### config.mk
export PLATFORM = sky130hd
export DESIGN_NAME = slave_serial_port
export DESIGN_NICKNAME = d
export VERILOG_FILES = /design/src/rtl/slave_serial_port.sv
export SDC_FILE = /design/constraint.sdc
export NUM_CORES = 1
export LEC_CHECK = 0
export CORE_MARGIN = 4
export CORE_UTILIZATION = 50
export CTS_BUF_LIST = sky130_fd_sc_hd__clkbuf_4
export CTS_CLUSTER_DIAMETER = 30
export DETAILED_ROUTE_END_ITERATION = 10
export PLACE_DENSITY = 0.82
export SKIP_CTS_REPAIR_TIMING = 1
export SYNTH_ARGS = -nofsm -noshare
export SYNTH_HDL_FRONTEND = slang
export SYNTH_SLANG_ARGS = --single-unit
### constraint.sdc
create_clock -name clk -period 3.2 [get_ports clk]
set_clock_uncertainty 0.2 [all_clocks]
set_input_delay 0.64 -clock clk [delete_from_list [all_inputs] [get_ports clk]]
set_output_delay 0.64 -clock clk [all_outputs]
set_load 0.05 [all_outputs]
### src/rtl/slave_serial_port.sv
// slave_serial_port: slave-side responder for the serial master protocol.
// Deserialises address/burst/write data (LSB first), drives a synchronous
// parallel memory port, and serialises read data back with valid/ready.
module slave_serial_port #(
  parameter int ADDR_LEN     = 12,
  parameter int DATA_LEN     = 8,
  parameter int BURST_LEN    = 12,
  parameter int MEM_ADDR_LEN = 12
) (
  input  logic                    clk,
  input  logic                    reset,
  input  logic                    read_en,
  input  logic                    write_en,
  input  logic                    master_valid,
  input  logic                    master_ready,
  input  logic                    rx_address,
  input  logic                    rx_burst,
  input  logic                    rx_data,
  output logic                    slave_valid,
  output logic                    slave_ready,
  output logic                    tx_data,
  output logic                    split_en,
  output logic                    busy,
  output logic [MEM_ADDR_LEN-1:0] mem_addr,
  output logic [DATA_LEN-1:0]     mem_wdata,
  output logic                    mem_we,
  output logic                    mem_re,
  input  logic [DATA_LEN-1:0]     mem_rdata
);

  localparam int MAX_LEN = (ADDR_LEN > DATA_LEN) ? ADDR_LEN : DATA_LEN;
  localparam int CW      = $clog2(MAX_LEN + 1);

  localparam logic [CW-1:0]        ADDR_LAST  = CW'(ADDR_LEN - 1);
  localparam logic [CW-1:0]        DATA_LAST  = CW'(DATA_LEN - 1);
  localparam logic [CW-1:0]        BURST_BITS = CW'(BURST_LEN);
  localparam logic [BURST_LEN-1:0] BEAT_ONE   = BURST_LEN'(1);

  // S_RCAP is the cycle in which the memory presents the data requested in S_RMEM.
  typedef enum logic [2:0] {
    S_IDLE, S_ADDR, S_WDATA, S_WMEM, S_RMEM, S_RCAP, S_RDATA
  } state_e;

  state_e                  state_q, state_d;
  logic                    is_write_q, is_write_d;
  logic [CW-1:0]           bit_cnt_q, bit_cnt_d;
  logic [ADDR_LEN-1:0]     addr_sh_q, addr_sh_d;
  logic [BURST_LEN-1:0]    burst_sh_q, burst_sh_d;
  logic [BURST_LEN-1:0]    beats_q, beats_d;
  logic [MEM_ADDR_LEN-1:0] mem_addr_q, mem_addr_d;
  logic [DATA_LEN-1:0]     wdata_q, wdata_d;
  logic [DATA_LEN-1:0]     rdata_q, rdata_d;
  logic                    slave_ready_q, slave_ready_d;
  logic                    slave_valid_q, slave_valid_d;
  logic                    mem_we_q, mem_we_d;
  logic                    mem_re_q, mem_re_d;
  logic                    busy_q, busy_d;

  // Next-state, datapath and registered-output decode for the transaction FSM.
  always_comb begin
    // NOTE: every _d starts as its _q so no path through the case leaves a
    // variable unassigned, which would otherwise infer a latch.
    state_d    = state_q;
    is_write_d = is_write_q;
    bit_cnt_d  = bit_cnt_q;
    addr_sh_d  = addr_sh_q;
    burst_sh_d = burst_sh_q;
    beats_d    = beats_q;
    mem_addr_d = mem_addr_q;
    wdata_d    = wdata_q;
    rdata_d    = rdata_q;

    unique case (state_q)
      S_IDLE: begin
        if (read_en ^ write_en) begin
          is_write_d = write_en;
          bit_cnt_d  = '0;
          addr_sh_d  = '0;
          burst_sh_d = '0;
          state_d    = S_ADDR;
        end
      end
      S_ADDR: begin
        if (master_valid && slave_ready_q) begin
          // NOTE: blocking assignments here let the final-bit branch below use
          // the freshly shifted addr_sh_d/burst_sh_d in the same cycle.
          addr_sh_d = {rx_address, addr_sh_q[ADDR_LEN-1:1]};
          if (bit_cnt_q < BURST_BITS) begin
            burst_sh_d = {rx_burst, burst_sh_q[BURST_LEN-1:1]};
          end
          if (bit_cnt_q == ADDR_LAST) begin
            bit_cnt_d  = '0;
            mem_addr_d = addr_sh_d[MEM_ADDR_LEN-1:0];
            beats_d    = (burst_sh_d == '0) ? BEAT_ONE : burst_sh_d;
            state_d    = is_write_q ? S_WDATA : S_RMEM;
          end else begin
            bit_cnt_d = bit_cnt_q + CW'(1);
          end
        end
      end
      S_WDATA: begin
        if (master_valid && slave_ready_q) begin
          wdata_d = {rx_data, wdata_q[DATA_LEN-1:1]};
          if (bit_cnt_q == DATA_LAST) begin
            bit_cnt_d = '0;
            state_d   = S_WMEM;
          end else begin
            bit_cnt_d = bit_cnt_q + CW'(1);
          end
        end
      end
      S_WMEM: begin
        if (beats_q > BEAT_ONE) begin
          beats_d    = beats_q - BEAT_ONE;
          mem_addr_d = mem_addr_q + MEM_ADDR_LEN'(1);
          state_d    = S_WDATA;
        end else begin
          state_d = S_IDLE;
        end
      end
      S_RMEM: state_d = S_RCAP;
      S_RCAP: begin
        rdata_d = mem_rdata;
        state_d = S_RDATA;
      end
      S_RDATA: begin
        if (slave_valid_q && master_ready) begin
          rdata_d = {1'b0, rdata_q[DATA_LEN-1:1]};
          if (bit_cnt_q == DATA_LAST) begin
            bit_cnt_d = '0;
            if (beats_q > BEAT_ONE) begin
              beats_d    = beats_q - BEAT_ONE;
              mem_addr_d = mem_addr_q + MEM_ADDR_LEN'(1);
              state_d    = S_RMEM;
            end else begin
              state_d = S_IDLE;
            end
          end else begin
            bit_cnt_d = bit_cnt_q + CW'(1);
          end
        end
      end
      default: state_d = S_IDLE;
    endcase

    slave_ready_d = (state_d == S_IDLE) || (state_d == S_ADDR) || (state_d == S_WDATA);
    slave_valid_d = (state_d == S_RDATA);
    mem_we_d      = (state_d == S_WMEM);
    mem_re_d      = (state_d == S_RMEM);
    busy_d        = (state_d != S_IDLE);
  end

  // State and output registers; synchronous reset aborts any transaction at once.
  always_ff @(posedge clk) begin
    if (reset) begin
      state_q       <= S_IDLE;
      is_write_q    <= 1'b0;
      bit_cnt_q     <= '0;
      addr_sh_q     <= '0;
      burst_sh_q    <= '0;
      beats_q       <= '0;
      mem_addr_q    <= '0;
      wdata_q       <= '0;
      rdata_q       <= '0;
      slave_ready_q <= 1'b1;
      slave_valid_q <= 1'b0;
      mem_we_q      <= 1'b0;
      mem_re_q      <= 1'b0;
      busy_q        <= 1'b0;
    end else begin
      state_q       <= state_d;
      is_write_q    <= is_write_d;
      bit_cnt_q     <= bit_cnt_d;
      addr_sh_q     <= addr_sh_d;
      burst_sh_q    <= burst_sh_d;
      beats_q       <= beats_d;
      mem_addr_q    <= mem_addr_d;
      wdata_q       <= wdata_d;
      rdata_q       <= rdata_d;
      slave_ready_q <= slave_ready_d;
      slave_valid_q <= slave_valid_d;
      mem_we_q      <= mem_we_d;
      mem_re_q      <= mem_re_d;
      busy_q        <= busy_d;
    end
  end

  assign slave_ready = slave_ready_q;
  assign slave_valid = slave_valid_q;
  assign tx_data     = rdata_q[0];
  assign split_en    = 1'b0;
  assign busy        = busy_q;
  assign mem_addr    = mem_addr_q;
  assign mem_wdata   = wdata_q;
  assign mem_we      = mem_we_q;
  assign mem_re      = mem_re_q;

endmodule
==> out/qor.yml, run 1 <==
clocking:
  clk_pin_slew_worst_paths_ps: 120
  clock_sinks: 76
  clock_path_buffers: 2
  worstSkewPairLatency_ps: 420
  tritoncts: "built"
  h-tree-depth: 3
  cts_buffers: 9
  cts_root_buf: "clkbuf_4"
synth:
  synth.cell_area_sq_um: 3971
  synthCells: 481
  synth_warnings: 0
  synth_top_family_by_area: "compound AO/OA/AOI/OAI gates"
  ys_types: 75
  synthAdderAreaFrac_pct: 1.260
  yosysSeqAreaShare_pct: 38.31
  ys.flop_type: "dfxtp_1"
  yosys_register_bits: 76
  synth_xor_area_share_pct: 0.8822
  async_reset_ff_share_pct: 0
  synthMuxAreaShare_pct: 4.159
  synth_area_per_cell_sq_um: 8.256
  synthSimpleGateAreaFrac_pct: 23.72
  syn_nets: 502
  synth_edf_count: 0
  synth_compound_area_share_pct: 25.90
drt:
  wirelength_mm: 10.11
  drtPass1Iterations: 5
  viasPerCell: 6.169
  drc: 0
  drt_iter0_drc: 333
  num_vias: 3800
  ant_nets: 0
  routedWlPerCell_microns: 16.41
floorplan:
  die_w_microns: 97.12
  die_area_sq_um: 9432
  die_h_microns: 97.12
  start_util_pct: 51.39
  rows: 32
  boundaryPins: 44
  core-area_sq_um: 7727
timing:
  finalHoldViolCount: 0
  fmax_mhz: 374.5
  maxSlewHeadroom_pct: 22.40
  rsz0062_at_grt: "false"
  fin_crit_ps: 2671
  timing.final.crit_share_pct: 83.46
  setup_viol: 0
  holdWs_ps: 264.7
  setup_tns_ps: 0
  worst_pin_slew_ps: 1152
  slew_violations: 0
flow_run:
  drv_cap: 0
cells_and_area:
  multi_input_area_sq_um: 2225
  stdcell_count: 616
  area_growth_pct: 14.90
  fill_cells: 688
  register_area_sq_um: 1521
  fin_nets: 530
  drive_gt1_share_pct: 9.922
  diodes: 0
global_routing:
  grt-ovfl-total: 0
  grt_max_degree: 50
  grt_pass1_vias: 3440
  antenna_found_initial: 0
  grt_pass1_wl_mm: 16.82
  grt_usage_pct: 21.18
power_and_ir_drop:
  pwr_density_cell_nw_per_um2: 375.8
  p_leak_nw: 1.543
  p_total_mw: 1.715
  vdd_drop_max_v: 0.0001773
worst_setup_path:
  crit_chain: "nand2_1 -> o21ai_0 -> a22oi_1 -> nor2_1"
  startpoint_type: "register"
  r2r.worst_path.cells: 4
  critical_path_peak_fanout: 16
  rr_endpoint: "burst_sh_q[9]"
  slowest_delay_ps: 1040
  r2r_setup_slack_ps: 530
  r2r_start: "bit_cnt_q[2]"
  cp.arrival_ps: 2820
  cp_slowest_cell: "o21ai_0"
  cp.required_ps: 3350
  path_class: "register to register"
  cp-end-kind: "register"
hold_path:
  hold_depth: 2
  hold_class: "register to register"
  min_to: "addr_sh_q[1]"
  min_from: "addr_sh_q[1]"
placement:
  numPortBuffers: 42
  dp_hpwl_mm: 6.854
  globalplace.congestion: 0.8654
  dp.cells: 600
status:
  status: "completed"
-- layout by cell type, fill, tap and decap left out, drive strengths merged, types with 8 or more instances in the layout --
cell / count
dfxtp: 76
a21oi: 55
nor2: 47
clkdlybuf4s50: 41
nand2: 38
nand3: 31
o21ai: 20
nor3: 14
inv: 13
buf: 13
a22oi: 12
mux2i: 12
clkbuf: 11
a311oi: 8
-- state kept, by name, summed over array words and instances, names as in the netlist --
| name | cells |
|---|---|
| slave_ready | 1 |
| mem_wdata | 8 |
| state_q | 3 |
| rdata_q | 8 |
| burst_sh_q | 12 |
| is_write_q | 1 |
| mem_we | 1 |
| mem_addr | 12 |
| bit_cnt_q | 4 |
| addr_sh_q | 11 |
| busy | 1 |
| beats_q | 12 |
| mem_re | 1 |
| slave_valid | 1 |
-- worst max-delay path: cells and delay by family (launching register included) --
kind               cells  cell delay (ps)
and+or+nand+nor        2              570
DFF                    1              570
AOI/OAI and AO/OA      2             1260
-- area by class of cell --
class                      instances  share of cell area [%]
timing repair buffer              54                   11.08
clock inverter                     5                   1.152
clock buffer                      11                   1.810
inverter                          13                   1.069
tap                              102                   2.797
multi-input combinational        355                   48.75
sequential                        76                   33.34
-- cell usage after synthesis, types with 3 or more instances --
cell / n / area share, %
o32ai_2: 5 / 2.0
clkbuf_1: 23 / 2.2
o311ai_1: 5 / 1.1
and2_1: 3 / 0.47
buf_2: 9 / 1.1
and3_1: 3 / 0.47
nor4_1: 6 / 0.95
inv_1: 13 / 1.2
nand3_1: 31 / 3.9
nor3_1: 13 / 1.6
mux2_2: 4 / 1.1
o2111ai_1: 3 / 0.66
a22oi_1: 12 / 2.3
a311oi_1: 8 / 1.8
a211oi_2: 3 / 0.95
dfxtp_1: 76 / 38
nand2b_1: 3 / 0.47
o21ai_0: 19 / 2.4
o211ai_1: 3 / 0.57
a31oi_1: 5 / 0.79
nand2_1: 37 / 3.5
mux2i_1: 12 / 3.0
a211oi_1: 4 / 0.76
o31ai_1: 7 / 1.3
ha_1: 4 / 1.3
nor3b_1: 3 / 0.57
a21oi_1: 55 / 6.9
nand4_1: 7 / 1.1
nor2_1: 46 / 4.3
xor2_1: 3 / 0.66
-- logic make-up after synthesis --
family,after synthesis
and+or+nand+nor,182
AOI/OAI and AO/OA,148
DFF,76
buffers and inverters,50
muxes,16
adders and majority gates,4
xor gates and xnor gates,4
other,1
-- metal layers --
metal / vias up / track usage, % / share of wire [%]
met3: 20 / 4.235 / 5.3
met4: 0 / 6.803 / 2.1
li1: 1842 / - / -
met1: 1803 / 27.83 / 44
met5: - / 0 / 0
met2: 135 / 34.93 / 49
-- where the power goes --
part	switching (mW)	internal (mW)	total, mW
clock network	0.340	0.253	0.593
registers	0.00973	0.953	0.963
logic	0.101	0.0579	0.159
total	0.451	1.26	1.71
-- per-stage QoR --
| step | setup WS, ps | instance area [sq um] | util [%] |
|---|---|---|---|
| after global placement | 353.5 | 4428 | 57.30 |
| after global routing | 149.8 | 4563 | 59.05 |
| final | 529.4 | 4563 | 59.05 |
| after floorplan | 1040 | 3971 | - |
| after CTS | 572.1 | 4563 | 59.05 |
| after detailed placement | 312.1 | 4428 | 57.30 |
-- worst max-delay path by stage --
| stage | from | endpoint | slack, ps | cells after the start |
|---|---|---|---|---|
| after floorplan | slave_valid | beats_q[11] | 1040 | 6 |
| after global placement | master_ready | mem_addr[1] | 350 | 6 |
| after detailed placement | master_ready | mem_addr[0] | 310 | 6 |
| after CTS | bit_cnt_q[2] | burst_sh_q[2] | 570 | 4 |
| after global routing | bit_cnt_q[2] | burst_sh_q[7] | 150 | 4 |
| final | bit_cnt_q[2] | burst_sh_q[9] | 530 | 4 |
No activity file was read; power rests on OpenSTA's default activity.
==> run 2: changes to the inputs <==
PLACE_DENSITY = 0.85   (was 0.82)
clock period = 2.3 ns   (was 3.2 ns; I/O delays follow)
==> out/qor.yml, run 2 (synthesis results as in run 1) <==
drt:
  routedWlPerCell_microns: 16.23
  num_vias: 3900
  drc: 0
  drt_iter0_drc: 339
  met2_length_mm: 5.053
  wl_met1_mm: 4.692
  wirelength_mm: 10.51
  dr.max_layer_used: "met4"
  dr_wl_met3_microns: 625
  ant_nets: 0
  viasPerCell: 6.019
  drtPass1Iterations: 4
worst_setup_path:
  r2r_start: "bit_cnt_q[1]"
  path_class: "register to output port"
  r2r.worst_path.cells: 7
  crit_buf_inv: 1
  cp-end-kind: "output port"
  crit_chain: "clkdlybuf4s50_1"
  cp.required_ps: 1640
  critical_path_cell_count: 1
  slowest_delay_ps: 810
  startpoint_type: "register"
  cp.arrival_ps: 1600
  r2r_setup_slack_ps: 90
  path_delay_family: "buffers and inverters"
  rr_endpoint: "mem_addr[5]"
  critical_path_peak_fanout: 3
  cp_slowest_cell: "clkdlybuf4s50_1"
floorplan:
  die_area_sq_um: 9432
  core-area_sq_um: 7727
  die_w_microns: 97.12
  rows: 32
  die_h_microns: 97.12
  start_util_pct: 51.39
  boundaryPins: 44
hold_path:
  min_to: "addr_sh_q[1]"
  hold_depth: 2
  min_from: "addr_sh_q[1]"
  hold_class: "register to register"
cells_and_area:
  layout_common_cells: "71 x dfxtp_1, 55 x a21oi_1, 46 x nor2_1, 46 x buf_4, 37 x nand2_1"
  fill_cells: 640
  drive_gt1_share_pct: 17.58
  final_common_cell: "dfxtp_1"
  area_growth_pct: 23.60
  diodes: 0
  fin_nets: 562
clocking:
  clock_sinks: 76
  clk_pin_slew_worst_paths_ps: 130
  cts_buffers: 9
  h-tree-depth: 3
  cts_root_buf: "clkbuf_4"
  worstSkewPairLatency_ps: 430
  tritoncts: "built"
  clock_path_buffers: 2
placement:
  place_ws_ps: -189.2
  numPortBuffers: 42
  globalplace.congestion: 0.9640
  dp_hpwl_mm: 7.417
timing:
  worst_slack_ps: 37.84
  timing.final.crit_share_pct: 98.35
  holdWs_ps: 264.7
  worst_pin_slew_ps: 519.1
  setup_viol: 0
  fmax_mhz: 442.1
  slew_violations: 0
  finalHoldViolCount: 0
  fin_crit_ps: 2262
  maxSlewHeadroom_pct: 65.34
global_routing:
  grt_pass1_wl_mm: 17.83
  grt_pass1_vias: 3766
  grt_usage_pct: 22.28
  grt_max_degree: 46
  grt-ovfl-total: 0
  antenna_found_initial: 0
status:
  status: "completed"
flow_run:
  drv_cap: 0
power_and_ir_drop:
  pwr_density_cell_nw_per_um2: 513.7
  vdd_drop_max_v: 0.0002582
  p_leak_nw: 2.046
==> run 2: cell types whose count changed in the layout (fill, tap and decap cells not counted), moves of 2 or more <==
| cell | previous run | this run |
|---|---|---|
| dfxtp_1 | 76 | 71 |
| dlymetal6s2s_1 | 0 | 18 |
| clkinv_2 | 2 | 0 |
| clkdlybuf4s50_1 | 41 | 20 |
| clkinvlp_4 | 0 | 2 |
| dfxtp_2 | 0 | 4 |
| buf_4 | 12 | 46 |
==> run 2: layer usage <==
layer,up-vias,track usage [%]
met1,1854,29.96
met2,122,36.15
li1,1910,-
met5,-,0
met3,14,4.307
met4,0,7.019
==> run 2: power by group <==
group          switching (mW)  leakage, nW  internal [mW]  total [mW]
sequential             0.0141        0.615           1.33        1.34
combinational           0.140         1.35          0.102       0.241
clock                   0.486       0.0807          0.453       0.939
total                   0.640         2.05           1.88        2.52
==> run 2: layout make-up <==
cell class	instances	area (sq um)	area share, %
flip-flops and latches	76	1530	31.18
clock inverters	6	87.58	1.784
multi-input cells	355	2243	45.70
clock buffers	10	75.07	1.529
well taps	102	127.6	2.600
repair buffers	86	795.8	16.21
inverters	13	48.80	0.9941
==> run 2: worst max-delay path by stage <==
stage	startpoint	to
6_report	slave_ready	slave_ready
5_1_grt	beats_q[1]	beats_q[10]
4_1_cts	mem_addr[8]	mem_addr[8]
3_5_place_dp	master_ready	mem_addr[5]
3_3_place_gp	master_ready	beats_q[10]
2_1_floorplan	slave_valid	beats_q[11]
==> run 2: stage by stage <==
step / power (mW) / TNS, ps / utilization (%) / area (sq um) / cells
final: 2.522 / 0 / 63.52 / 4908 / 648
after floorplan: 1.505 / 0 / - / 3971 / 481
after detailed placement: 1.605 / -3690 / 60.48 / 4673 / 632
after global routing: 2.616 / -0.8289 / 63.52 / 4908 / 648
after global placement: 1.598 / -1743 / 60.48 / 4673 / 632
after CTS: 2.530 / -735.4 / 62.58 / 4836 / 648
==> run 3: changes to the inputs <==
CTS_BUF_LIST = sky130_fd_sc_hd__clkbuf_16   (was sky130_fd_sc_hd__clkbuf_4)
==> out/qor.yml, run 3 (synthesis results as in run 1) <==
timing:
  slew_violations: 0
  rsz0062_at_grt: "true"
  worst_slack_ps: 47.91
  finalHoldViolCount: 0
  setup_tns_ps: 0
  fmax_mhz: 444.0
  timing.final.crit_share_pct: 97.92
  setup_viol: 0
  maxSlewHeadroom_pct: 65.97
  worst_pin_slew_ps: 508.8
  fin_crit_ps: 2252
power_and_ir_drop:
  p_int_mw: 2.377
  clockPowerShare_pct: 48.4
  vdd_drop_max_v: 0.0004300
  pwr-share-comb_pct: 8.0
  p_switching_mw: 0.6999
  swShare_pct: 22.75
  power.share.sequential_pct: 43.6
  p_leak_nw: 1.856
  pwr_density_cell_nw_per_um2: 611.0
worst_setup_path:
  crit_buf_inv: 1
  rr_endpoint: "mem_addr[5]"
  critical_path_cell_count: 1
  cp_slowest_cell: "clkdlybuf4s50_1"
  startpoint_type: "register"
  crit_chain: "clkdlybuf4s50_1"
  r2r.worst_path.cells: 7
  r2r_start: "bit_cnt_q[1]"
  cp-end-kind: "output port"
  slowest_delay_ps: 840
  endpoint: "mem_addr[9]"
  cp.required_ps: 1640
  path_class: "register to output port"
  startpoint: "mem_addr[9]"
  cp.arrival_ps: 1590
  path_delay_family: "buffers and inverters"
  critical_path_peak_fanout: 5
  r2r_setup_slack_ps: 90
hold_path:
  hold_class: "register to register"
  min_from: "addr_sh_q[1]"
global_routing:
  grt_pass1_vias: 3832
  grt_max_degree: 46
  grt_usage_pct: 23.10
  antenna_found_initial: 0
  grt-ovfl-total: 0
  grt_pass1_wl_mm: 18.36
floorplan:
  die_h_microns: 97.12
  boundaryPins: 44
  die_w_microns: 97.12
  rows: 32
  core-area_sq_um: 7727
  start_util_pct: 51.39
  die_area_sq_um: 9432
drt:
  viasPerCell: 6.130
  drc: 0
  wirelength_mm: 10.84
  drt_iter0_drc: 281
  routedWlPerCell_microns: 16.72
  num_vias: 3972
  ant_nets: 0
  drtPass1Iterations: 5
clocking:
  clock_path_buffers: 2
  clock_sinks: 76
  worstSkewPairLatency_ps: 330
  clk_pin_slew_worst_paths_ps: 60
  cts_root_buf: "clkbuf_16"
  cts_buffers: 9
  h-tree-depth: 3
  tritoncts: "built"
flow_run:
  drv_cap: 0
status:
  status: "completed"
cells_and_area:
  finish.instance_area_sq_um: 5036
  register_area_sq_um: 1530
  fill_cells: 619
  diodes: 0
  fin_nets: 562
  stdcell_count: 648
  area_growth_pct: 26.81
  final_common_cell: "dfxtp_1"
  layout_common_cells: "71 x dfxtp_1, 55 x a21oi_1, 46 x buf_4"
  drive_gt1_share_pct: 17.77
  multi_input_area_sq_um: 2252
placement:
  dpl_cell_area_sq_um: 4673
  dp_hpwl_mm: 7.417
  numPortBuffers: 42
  dp.cells: 632
  place_ws_ps: -189.2
  globalplace.congestion: 0.9640
==> run 3: area by class of cell <==
type                    instances  share of cell area, %
inverters                      13                 0.9689
multi-input cells             355                  44.72
well taps                     102                  2.534
clock buffers                   9                  4.472
repair buffers                 86                  15.11
clock inverters                 7                  1.814
flip-flops and latches         76                  30.39
==> run 3: worst min-delay path by stage <==
stage | endpoint | slack, ps | cells past startpoint
detailed placement | addr_sh_q[1] | 250 | 2
CTS | addr_sh_q[1] | 260 | 2
global placement | addr_sh_q[1] | 250 | 2
floorplan | addr_sh_q[1] | 230 | 2
finish | addr_sh_q[1] | 260 | 2
global route | addr_sh_q[1] | 300 | 2
==> run 3: power by group through the flow <==
stage               Combinational, mW  Sequential [mW]  Clock (mW)
finish                          0.246             1.34        1.49
global route                    0.268             1.34        1.57
CTS                             0.239             1.34        1.50
detailed placement              0.236             1.37           0
global placement                0.230             1.37           0
floorplan                       0.135             1.37           0
==> run 3: stage by stage <==
stage / util [%] / power (mW) / hold slack, ps
after global placement: 60.48 / 1.598 / 246.1
after CTS: 64.57 / 3.084 / 259.0
after floorplan: - / 1.505 / 232.3
after global routing: 65.17 / 3.185 / 295.0
final: 65.17 / 3.077 / 264.5
after detailed placement: 60.48 / 1.605 / 252.7
==> run 3: per-layer routing <==
layer	up-vias	wire length (microns)	global-route usage [%]
li1	1907	-	-
met1	1882	4820	30.61
met2	162	5135	37.26
met3	21	669	4.738
met4	0	208	8.315
met5	-	0	0
